===== src/rtl/pipe_stall_ctrl_if.sv =====
// Signal bundle between the pipeline stages and the central stall/flush controller.
// The controller is the slave; the datapath stages that raise requests are the master.
interface pipe_stall_ctrl_if #(
    parameter int CNT_W = 32
);
    logic             stallreq_from_if;
    logic             stallreq_from_id;
    logic             stallreq_from_ex;
    logic             stallreq_from_mem;
    logic             div_start_i;
    logic             div_ready_i;
    logic             flush_req_i;
    logic [31:0]      new_pc_i;
    logic [5:0]       stall;
    logic             flush_o;
    logic [31:0]      new_pc_o;
    logic             div_cancel_o;
    logic             div_busy_o;
    logic [CNT_W-1:0] stall_cnt_o;

    modport master (
        output stallreq_from_if, stallreq_from_id, stallreq_from_ex, stallreq_from_mem,
        output div_start_i, div_ready_i, flush_req_i, new_pc_i,
        input  stall, flush_o, new_pc_o, div_cancel_o, div_busy_o, stall_cnt_o
    );

    modport slave (
        input  stallreq_from_if, stallreq_from_id, stallreq_from_ex, stallreq_from_mem,
        input  div_start_i, div_ready_i, flush_req_i, new_pc_i,
        output stall, flush_o, new_pc_o, div_cancel_o, div_busy_o, stall_cnt_o
    );
endinterface


===== src/rtl/pipe_stall_ctrl.sv =====
// Central pipeline controller: merges per-stage stall requests into the stall vector,
// sequences multi-cycle divides and redirect flushes, and counts stalled cycles.
module pipe_stall_ctrl #(
    parameter int DIV_TIMEOUT  = 64,
    parameter int FLUSH_CYCLES = 1,
    parameter int CNT_W        = 32
) (
    input logic              clk,
    input logic              rst,
    pipe_stall_ctrl_if.slave bus
);
    localparam int DIV_W = (DIV_TIMEOUT > 2) ? $clog2(DIV_TIMEOUT) : 1;

    localparam logic [5:0] STALL_NONE = 6'b000000;
    localparam logic [5:0] STALL_IF   = 6'b000011;
    localparam logic [5:0] STALL_ID   = 6'b000111;
    localparam logic [5:0] STALL_EX   = 6'b001111;
    localparam logic [5:0] STALL_MEM  = 6'b011111;

    typedef enum logic [1:0] {
        IDLE,
        DIV_WAIT,
        FLUSH
    } state_t;

    state_t           state, state_nxt;
    logic [DIV_W-1:0] div_cnt, div_cnt_nxt;
    logic [3:0]       flush_cnt, flush_cnt_nxt;
    logic             cancel_nxt;
    logic             div_timeout;
    logic [5:0]       stall_vec;

    assign div_timeout = (state == DIV_WAIT) && !bus.div_ready_i &&
                         (div_cnt == DIV_W'(DIV_TIMEOUT - 1));

    // A pending or active flush discards everything in flight, so stalling it is pointless.
    always_comb begin
        stall_vec = STALL_NONE;
        if (state == FLUSH || bus.flush_req_i)
            stall_vec = STALL_NONE;
        else if (bus.stallreq_from_mem)
            stall_vec = STALL_MEM;
        else if (bus.stallreq_from_ex || (state == DIV_WAIT && !bus.div_ready_i))
            stall_vec = STALL_EX;
        else if (bus.stallreq_from_id)
            stall_vec = STALL_ID;
        else if (bus.stallreq_from_if)
            stall_vec = STALL_IF;
    end

    always_comb begin
        state_nxt     = state;
        div_cnt_nxt   = div_cnt;
        flush_cnt_nxt = flush_cnt;
        cancel_nxt    = 1'b0;
        if (bus.flush_req_i) begin
            state_nxt     = FLUSH;
            flush_cnt_nxt = '0;
            cancel_nxt    = (state == DIV_WAIT);
        end else begin
            case (state)
                IDLE: begin
                    if (bus.div_start_i) begin
                        state_nxt   = DIV_WAIT;
                        div_cnt_nxt = '0;
                    end
                end
                DIV_WAIT: begin
                    if (bus.div_ready_i) begin
                        state_nxt = IDLE;
                    end else if (div_timeout) begin
                        state_nxt  = IDLE;
                        cancel_nxt = 1'b1;
                    end else begin
                        div_cnt_nxt = div_cnt + 1'b1;
                    end
                end
                FLUSH: begin
                    if (flush_cnt == 4'(FLUSH_CYCLES - 1))
                        state_nxt = IDLE;
                    else
                        flush_cnt_nxt = flush_cnt + 1'b1;
                end
                default: state_nxt = IDLE;
            endcase
        end
    end

    always_ff @(posedge clk or posedge rst) begin
        if (rst) begin
            state        <= IDLE;
            div_cnt      <= '0;
            flush_cnt    <= '0;
            bus.new_pc_o     <= '0;
            bus.div_cancel_o <= 1'b0;
        end else begin
            state            <= state_nxt;
            div_cnt          <= div_cnt_nxt;
            flush_cnt        <= flush_cnt_nxt;
            bus.div_cancel_o <= cancel_nxt;
            if (bus.flush_req_i)
                bus.new_pc_o <= bus.new_pc_i;
        end
    end

    // Saturating performance counter of cycles in which the PC was held.
    always_ff @(posedge clk or posedge rst) begin
        if (rst)
            bus.stall_cnt_o <= '0;
        else if (stall_vec[0] && (bus.stall_cnt_o != {CNT_W{1'b1}}))
            bus.stall_cnt_o <= bus.stall_cnt_o + 1'b1;
    end

    assign bus.stall      = stall_vec;
    assign bus.flush_o    = (state == FLUSH);
    assign bus.div_busy_o = (state == DIV_WAIT);

endmodule


===== src/flat_wrapper.sv =====
// flat-port wrapper written by rule: the top's interface ports become plain ports
module pipe_stall_ctrl_flat 
#(
    parameter int DIV_TIMEOUT  = 64,
    parameter int FLUSH_CYCLES = 1,
    parameter int CNT_W        = 32
)
  (clk, rst, bus_stallreq_from_if, bus_stallreq_from_id, bus_stallreq_from_ex, bus_stallreq_from_mem, bus_div_start_i, bus_div_ready_i, bus_flush_req_i, bus_new_pc_i, bus_stall, bus_flush_o, bus_new_pc_o, bus_div_cancel_o, bus_div_busy_o, bus_stall_cnt_o);
  pipe_stall_ctrl_if #(.CNT_W(CNT_W)) bus_i ();
  input logic clk;
  input logic rst;
  input wire logic [$bits(bus_i.stallreq_from_if)-1:0] bus_stallreq_from_if;
  input wire logic [$bits(bus_i.stallreq_from_id)-1:0] bus_stallreq_from_id;
  input wire logic [$bits(bus_i.stallreq_from_ex)-1:0] bus_stallreq_from_ex;
  input wire logic [$bits(bus_i.stallreq_from_mem)-1:0] bus_stallreq_from_mem;
  input wire logic [$bits(bus_i.div_start_i)-1:0] bus_div_start_i;
  input wire logic [$bits(bus_i.div_ready_i)-1:0] bus_div_ready_i;
  input wire logic [$bits(bus_i.flush_req_i)-1:0] bus_flush_req_i;
  input wire logic [$bits(bus_i.new_pc_i)-1:0] bus_new_pc_i;
  output wire logic [$bits(bus_i.stall)-1:0] bus_stall;
  output wire logic [$bits(bus_i.flush_o)-1:0] bus_flush_o;
  output wire logic [$bits(bus_i.new_pc_o)-1:0] bus_new_pc_o;
  output wire logic [$bits(bus_i.div_cancel_o)-1:0] bus_div_cancel_o;
  output wire logic [$bits(bus_i.div_busy_o)-1:0] bus_div_busy_o;
  output wire logic [$bits(bus_i.stall_cnt_o)-1:0] bus_stall_cnt_o;
  assign bus_i.stallreq_from_if = bus_stallreq_from_if;
  assign bus_i.stallreq_from_id = bus_stallreq_from_id;
  assign bus_i.stallreq_from_ex = bus_stallreq_from_ex;
  assign bus_i.stallreq_from_mem = bus_stallreq_from_mem;
  assign bus_i.div_start_i = bus_div_start_i;
  assign bus_i.div_ready_i = bus_div_ready_i;
  assign bus_i.flush_req_i = bus_flush_req_i;
  assign bus_i.new_pc_i = bus_new_pc_i;
  assign bus_stall = bus_i.stall;
  assign bus_flush_o = bus_i.flush_o;
  assign bus_new_pc_o = bus_i.new_pc_o;
  assign bus_div_cancel_o = bus_i.div_cancel_o;
  assign bus_div_busy_o = bus_i.div_busy_o;
  assign bus_stall_cnt_o = bus_i.stall_cnt_o;
  pipe_stall_ctrl #(.DIV_TIMEOUT(DIV_TIMEOUT), .FLUSH_CYCLES(FLUSH_CYCLES), .CNT_W(CNT_W)) u_core (.clk(clk), .rst(rst), .bus(bus_i));
endmodule

===== config.mk =====
export PLATFORM = sky130hd
export DESIGN_NAME = pipe_stall_ctrl_flat
export DESIGN_NICKNAME = d
export VERILOG_FILES = /design/src/rtl/pipe_stall_ctrl_if.sv /design/src/rtl/pipe_stall_ctrl.sv /design/src/flat_wrapper.sv
export SDC_FILE = /design/constraint.sdc
export NUM_CORES = 1
export LEC_CHECK = 0
export ABC_AREA = 1
export CAP_MARGIN = 20
export CORE_MARGIN = 4
export CORE_UTILIZATION = 49
export DETAILED_ROUTE_END_ITERATION = 10
export PLACE_DENSITY_LB_ADDON = 0.08
export SLEW_MARGIN = 20
export SYNTH_ARGS = -nofsm -noshare
export SYNTH_HDL_FRONTEND = slang
export SYNTH_SLANG_ARGS = --single-unit

===== constraint.sdc =====
create_clock -name clk -period 2.6 [get_ports clk]
set_input_delay 0.26 -clock clk [delete_from_list [all_inputs] [get_ports clk]]
set_output_delay 0.26 -clock clk [all_outputs]
set_load 0.02 [all_outputs]

After elaboration in Yosys (flattened, before gate mapping)
Cells that the tools add are included.
{"block": "word_totals", "in_bits": 41, "regBits": 77, "elab_cells": 56, "out_inout_bits": 73}
{"block": "op_classes", "n_mux": 22, "n_eq_ne": 11, "bitwise": 1, "reduce_logical": 13, "n_addsub": 3}
{"cell": "$mux 6", "n": 7}
{"cell": "$add 32x1->32 const B", "n": 1}
{"cell": "$ne 32x32->1 const B", "n": 1}
{"cell": "$mux 2", "n": 6}
{"cell": "$mux 4", "n": 3}
{"cell": "$pmux 6 s2", "n": 1}
{"cell": "$ne 2x2->1 const B", "n": 4}
{"cell": "$add 6x1->6 const B", "n": 1}
{"cell": "$eq 6x6->1 const B", "n": 1}
{"cell": "$pmux 2 s3", "n": 1}
{"cell": "$reduce_and 5->1", "n": 1}
{"cell": "$add 4x1->4 const B", "n": 1}
{"cell": "$logic_not 4->1", "n": 1}
{"cell": "$mux 1", "n": 4}
{"cell": "$ne 4x3->1 const B", "n": 1}
{"cell": "$reduce_bool 2->1", "n": 2}
{"cell": "$logic_and 1x1->1", "n": 3}
{"cell": "$ne 3x2->1 const B", "n": 1}
{"cell": "$ne 3x3->1 const B", "n": 1}
{"cell": "$reduce_and 3->1", "n": 1}
{"cell": "$eq 2x1->1 const B", "n": 1}
{"cell": "$eq 2x2->1 const B", "n": 1}
{"cell": "$logic_not 2->1", "n": 1}
{"cell": "$logic_or 1x1->1", "n": 2}
{"cell": "3 further kinds", "n": 3}

Longest topological paths before layout
{"block": "logic_depth", "word_depth": 7, "ltp_mapped": 11, "depth_no_buf": 10}

Least setup slack after synthesis
No wires, ideal clock.
{"block": "synth_path", "path_type": "register -> register", "startpoint": "register u_core.bus.stall_cnt_o[0]", "endpoint": "register u_core.bus.stall_cnt_o[0]", "period_less_slack_ps": 1824, "arrival_time_ps": 1707, "t_required_ps": 2483, "path_buffers": 1, "path_slack_ps": 776, "stages_incl_launch_ff": 12, "path_cell_list": "dfrtp_1 -> ha_1 -> inv_1 -> nor2_4 -> nand2_4 -> nor2_8 -> nand2_4 -> nand2_8 -> inv_6 -> buf_6 -> nand2_2 -> nand2_1"}
{"block": "synth_between", "elab_chain_cells": 2}
{"item": "start: declaration", "line": "pipe_stall_ctrl_if.sv:30", "text": "output stall, flush_o, new_pc_o, div_cancel_o, div_busy_o, stall_cnt_o"}
{"item": "start signal: assignment", "line": "pipe_stall_ctrl.sv:111", "text": "bus.stall_cnt_o <= bus.stall_cnt_o + 1'b1;"}
{"item": "parallel branches: the longest is 2 deep, another holds $add 32x1->32"}
Parallel ways; which one is timed is not known.
A chain may end at the register's enable or synchronous reset.

Worst setup path in the final report
{"block": "layout_path", "startpoint": "register u_core.state[1]", "endpoint": "output bus_stall[0]"}
{"block": "layout_between", "elab_chain_cells": 6}
{"item": "start: declaration", "line": "pipe_stall_ctrl.sv:26", "text": "state_t state, state_nxt;"}
{"item": "start signal: assignment", "line": "pipe_stall_ctrl.sv:97", "text": "state <= state_nxt;"}
{"item": "$eq 2x1->1", "line": "pipe_stall_ctrl.sv:43", "text": "else if (bus.stallreq_from_ex || (state == DIV_WAIT && !bus.div_ready_i))"}
{"item": "$logic_and 1x1->1", "line": "pipe_stall_ctrl.sv:43"}
{"item": "$logic_or 1x1->1", "line": "pipe_stall_ctrl.sv:43"}
{"item": "$mux 6", "line": "pipe_stall_ctrl.sv:43"}
{"item": "$mux 6", "line": "pipe_stall_ctrl.sv:41", "text": "else if (bus.stallreq_from_mem)"}
{"item": "$mux 6 *", "line": "pipe_stall_ctrl.sv:39", "text": "if (state == FLUSH || bus.flush_req_i)"}
{"item": "end: declaration", "line": "flat_wrapper.sv:20", "text": "output wire logic [$bits(bus_i.stall)-1:0] bus_stall;"}
Mark *: on every way between the ends. The rest lies on a longest branch, timed or not.

==> metrics.txt <==
# TYPE chip_impl_metric gauge
chip_impl_metric{name="clk-insertion-delay-late",unit="ns"} 0.34
chip_impl_info{name="yosys-top-cells-area",value="sky130_fd_sc_hd__dfrtp_1 46%, sky130_fd_sc_hd__nand2_1 28%, sky130_fd_sc_hd__nor2_1 5.0%"} 1
chip_impl_metric{name="setup_violations",unit=""} 0
chip_impl_metric{name="post_route_hold_slack",unit="ns"} 0.349
chip_impl_metric{name="number_of_buffers_created_by_cts",unit=""} 9
chip_impl_metric{name="maxSlewHeadroom",unit="%"} 54.3
chip_impl_info{name="crit_family",value="buffers and inverters"} 1
chip_impl_metric{name="cts_repair_resize_count",unit=""} 0
chip_impl_metric{name="final.period_utilization",unit="%"} 85.2
chip_impl_metric{name="finalHoldViolations",unit=""} 0
chip_impl_metric{name="floorplan.io_pins",unit=""} 114
chip_impl_metric{name="initial_core_util",unit="%"} 50.6
chip_impl_metric{name="grt_usage",unit="%"} 21.7
chip_impl_info{name="crit-reg2reg-launch",value="u_core.bus.stall_cnt_o[0]"} 1
chip_impl_metric{name="timing.critical_path.depth",unit=""} 6
chip_impl_metric{name="port_buffers",unit=""} 112
chip_impl_metric{name="nFillCells",unit=""} 726
chip_impl_metric{name="gp_routability_congestion",unit=""} 0.925
chip_impl_metric{name="ctsHtreeMaxLevel",unit=""} 3
chip_impl_metric{name="cts_hold_buf",unit=""} 0
chip_impl_metric{name="synth_largest_type_area_fraction",unit="%"} 46.1
chip_impl_metric{name="syn_area",unit="um^2"} 4180
chip_impl_metric{name="max_freq",unit="MHz"} 451
chip_impl_metric{name="yosys_register_bits",unit=""} 77
chip_impl_metric{name="path_clk_slew",unit="ns"} 0.08
chip_impl_metric{name="setup_total_negative_slack",unit="ns"} 0
chip_impl_metric{name="core.rowCount",unit=""} 33
chip_impl_info{name="rsz0062_at_grt",value="false"} 1
chip_impl_metric{name="ys_types",unit=""} 29
chip_impl_metric{name="p_per_area",unit="nW/um^2"} 532
chip_impl_metric{name="edff_count_synth",unit=""} 0
chip_impl_info{name="synth_area_leader_cell",value="sky130_fd_sc_hd__dfrtp_1"} 1
chip_impl_info{name="critical-path-top-cell-by-count",value="sky130_fd_sc_hd__nand2_1"} 1
chip_impl_metric{name="yosysWarnings",unit=""} 0
chip_impl_metric{name="core_area",unit="um^2"} 8260
chip_impl_metric{name="dp_hpwl",unit="um"} 7760
chip_impl_metric{name="wp_data_required",unit="ns"} 2.34
chip_impl_metric{name="grt_antenna_before_repair",unit=""} 0
chip_impl_metric{name="routed-via-count",unit=""} 3895
chip_impl_metric{name="routed_wl",unit="um"} 10300
chip_impl_metric{name="number_of_global_route_vias_before_repair",unit=""} 3879
chip_impl_metric{name="grt_pass1_wl",unit="um"} 17700
chip_impl_metric{name="clock-sinks",unit=""} 77
chip_impl_metric{name="r2r.worst_path.cells",unit=""} 10
chip_impl_metric{name="syn2layout_area_growth",unit="%"} 33.6
chip_impl_metric{name="syn_nets",unit=""} 633
chip_impl_metric{name="cts.repair_timing.setup_buffer_count",unit=""} 0
chip_impl_metric{name="cp.buffers_inverters",unit=""} 2
chip_impl_info{name="clock_tree_from_tritoncts",value="built"} 1
chip_impl_metric{name="syn_inst",unit=""} 588
chip_impl_metric{name="grt_overflow_total",unit=""} 0
chip_impl_metric{name="ff2ff_setup_slack",unit="ns"} 0.59
chip_impl_info{name="yosys-top-cells-count",value="307 x sky130_fd_sc_hd__nand2_1, 77 x sky130_fd_sc_hd__dfrtp_1, 56 x sky130_fd_sc_hd__nor2_1"} 1
chip_impl_info{name="worstSetupStartpointType",value="register"} 1
chip_impl_info{name="slowest_stage",value="sky130_fd_sc_hd__clkdlybuf4s50_1"} 1
chip_impl_metric{name="power.ir.vdd_worst",unit="uV"} 324
chip_impl_metric{name="die_outline_area",unit="um^2"} 10100
chip_impl_info{name="critPathCaptureType",value="output port"} 1
chip_impl_metric{name="synth.avg_cell_area",unit="um^2"} 7.11
chip_impl_info{name="worstPathCellList",value="inv_1 -> nand3b_1 -> nand2_1 -> nand2_1 -> nand3_2 -> clkdlybuf4s50_1"} 1
chip_impl_metric{name="slew_violations",unit=""} 0
chip_impl_metric{name="worst_ep_arrival_time",unit="ns"} 1.96
chip_impl_info{name="hold_class",value="in -> async"} 1
chip_impl_info{name="criticalPathCategory",value="reg -> out"} 1
chip_impl_metric{name="period_needed",unit="ns"} 2.22
chip_impl_metric{name="dr.pass1.iters",unit=""} 4
chip_impl_info{name="yosysMostFrequentCell",value="sky130_fd_sc_hd__nand2_1"} 1
chip_impl_metric{name="die_h",unit="um"} 100
chip_impl_info{name="run_status",value="finished, final reports clean"} 1
chip_impl_metric{name="routed_via_density",unit=""} 4.82
chip_impl_info{name="critical_path.reg2reg.endpoint",value="u_core.bus.stall_cnt_o[28]"} 1
chip_impl_metric{name="finalNetCount",unit=""} 745
chip_impl_metric{name="detail-route-antenna-nets",unit=""} 0
chip_impl_metric{name="worst_path_maximum_fanout",unit=""} 4
chip_impl_metric{name="cts.path.max_buffers",unit=""} 2
chip_impl_metric{name="drc_errors",unit=""} 0
chip_impl_metric{name="max-cap-violations",unit=""} 0
chip_impl_metric{name="ys_seq_area_share",unit="%"} 46.1
chip_impl_metric{name="power_leakage",unit="nW"} 2.72
chip_impl_metric{name="layout-drive-gt1-share",unit="%"} 6.12
chip_impl_metric{name="worst-slew-pin-transition",unit="ns"} 0.685
chip_impl_metric{name="dieWidth",unit="um"} 100
chip_impl_info{name="clock-root-buffer",value="sky130_fd_sc_hd__clkbuf_8"} 1
chip_impl_metric{name="ys_async_sr_fraction",unit="%"} 100
chip_impl_metric{name="detail_route.iter0.violations",unit=""} 162
chip_impl_metric{name="finalClockSkew",unit="ns"} 0.0126
chip_impl_info{name="synth_flop_cell",value="sky130_fd_sc_hd__dfrtp_1"} 1
chip_impl_metric{name="avgRoutedWirePerCell",unit="um"} 12.8
chip_impl_metric{name="antenna-diode-count",unit=""} 0
chip_impl_metric{name="slowest_delay",unit="ns"} 0.63
chip_impl_metric{name="maximum_number_of_pins_on_one_net_before_global_route_repair",unit=""} 46
## routing by layer
metal	wire (um)	share of wire (%)	vias to the layer above	global-route usage [%]
met4	150	1.5	0	6.01
met5	0	0	-	0
met3	889	8.6	12	8.55
li1	-	-	2002	-
met2	4740	46	115	34.6
met1	4550	44	1766	27.4
## worst reg2reg max path, delay by kind of cell, from the launching register on
kind                     cells  cell delay [ns]
AND/OR/NAND/NOR              7             0.87
flip-flops                   1             0.46
buffers and inverters        2             0.26
adder cells (fa/ha/maj)      1             0.30
## registers in the layout (all words and copies together) (netlist names)
| signal | flops |
|---|---|
| u_core.div_cnt | 6 |
| u_core.flush_cnt | 4 |
| u_core.bus.stall_cnt_o | 32 |
| u_core.state | 2 |
| u_core.bus.div_cancel_o | 1 |
| u_core.bus.new_pc_o | 32 |
## placed cells by master (no fill, tap or decap), types with 3 or more instances in the layout
| cell | Yosys | final |
|---|---|---|
| sky130_fd_sc_hd__inv_1 | 42 | 41 |
| sky130_fd_sc_hd__clkdlybuf4s50_1 | 0 | 112 |
| sky130_fd_sc_hd__nand2_1 | 307 | 307 |
| sky130_fd_sc_hd__ha_1 | 4 | 4 |
| sky130_fd_sc_hd__xnor2_1 | 6 | 6 |
| sky130_fd_sc_hd__nand4_1 | 3 | 3 |
| sky130_fd_sc_hd__nor2_2 | 5 | 5 |
| sky130_fd_sc_hd__xor2_1 | 8 | 8 |
| sky130_fd_sc_hd__clkbuf_8 | 0 | 10 |
| sky130_fd_sc_hd__nand2_2 | 11 | 11 |
| sky130_fd_sc_hd__o21ai_0 | 13 | 13 |
| sky130_fd_sc_hd__nand3_1 | 23 | 23 |
| sky130_fd_sc_hd__nand3b_1 | 3 | 3 |
| sky130_fd_sc_hd__nor2_1 | 56 | 56 |
| sky130_fd_sc_hd__dfrtp_1 | 77 | 77 |
| sky130_fd_sc_hd__buf_4 | 2 | 3 |
## per-stage QoR
step	total power (W)	instance area, um^2	std cells	worst slack, ns	util (%)
2_1_floorplan	0.00172	4180	588	0.373	-
3_3_place_gp	0.00200	5370	794	0.485	65.0
3_5_place_dp	0.00201	5370	794	0.462	65.0
4_1_cts	0.00300	5580	808	0.374	67.6
5_1_grt	0.00311	5580	808	0.248	67.6
6_report	0.00297	5580	808	0.384	67.6
## cell type report
cell class,count,area [um^2],area share (%)
flip-flops and latches,77,1930,34.5
clock inverters,4,73.8,1.32
inverters,43,166,2.98
clock buffers,10,138,2.47
repair buffers,116,1160,20.8
well taps,105,131,2.35
multi-input cells,453,1980,35.5
## worst max path at each step
stage	slack, ns	startpoint	end
after CTS	0.37	u_core.state[1]	bus_stall[0]
final	0.38	u_core.state[1]	bus_stall[0]
after global routing	0.25	u_core.state[1]	bus_stall[0]
after global placement	0.48	bus_flush_req_i	bus_stall[1]
after floorplan	0.37	rst	u_core.bus.div_cancel_o
after detailed placement	0.46	bus_flush_req_i	bus_stall[0]
## cells by family (layout without fill, tap and decap cells)
kind of cell	Yosys count	count (layout)	share of synthesized area [%]
compound gates	17	17	2.10
xor+xnor	14	14	2.94
fa+ha+maj	4	4	1.20
buf+inv	58	173	6.41
flops	77	77	46.1
other cells	1	1	0.0898
simple gates	417	417	41.2
## power breakdown
| part | switching, W | internal [W] |
|---|---|---|
| logic | 0.000336 | 0.000283 |
| clock network | 0.000434 | 0.000557 |
| registers | 0.0000847 | 0.00128 |
| total | 0.000855 | 0.00212 |
(Power assumes the default switching activity.)
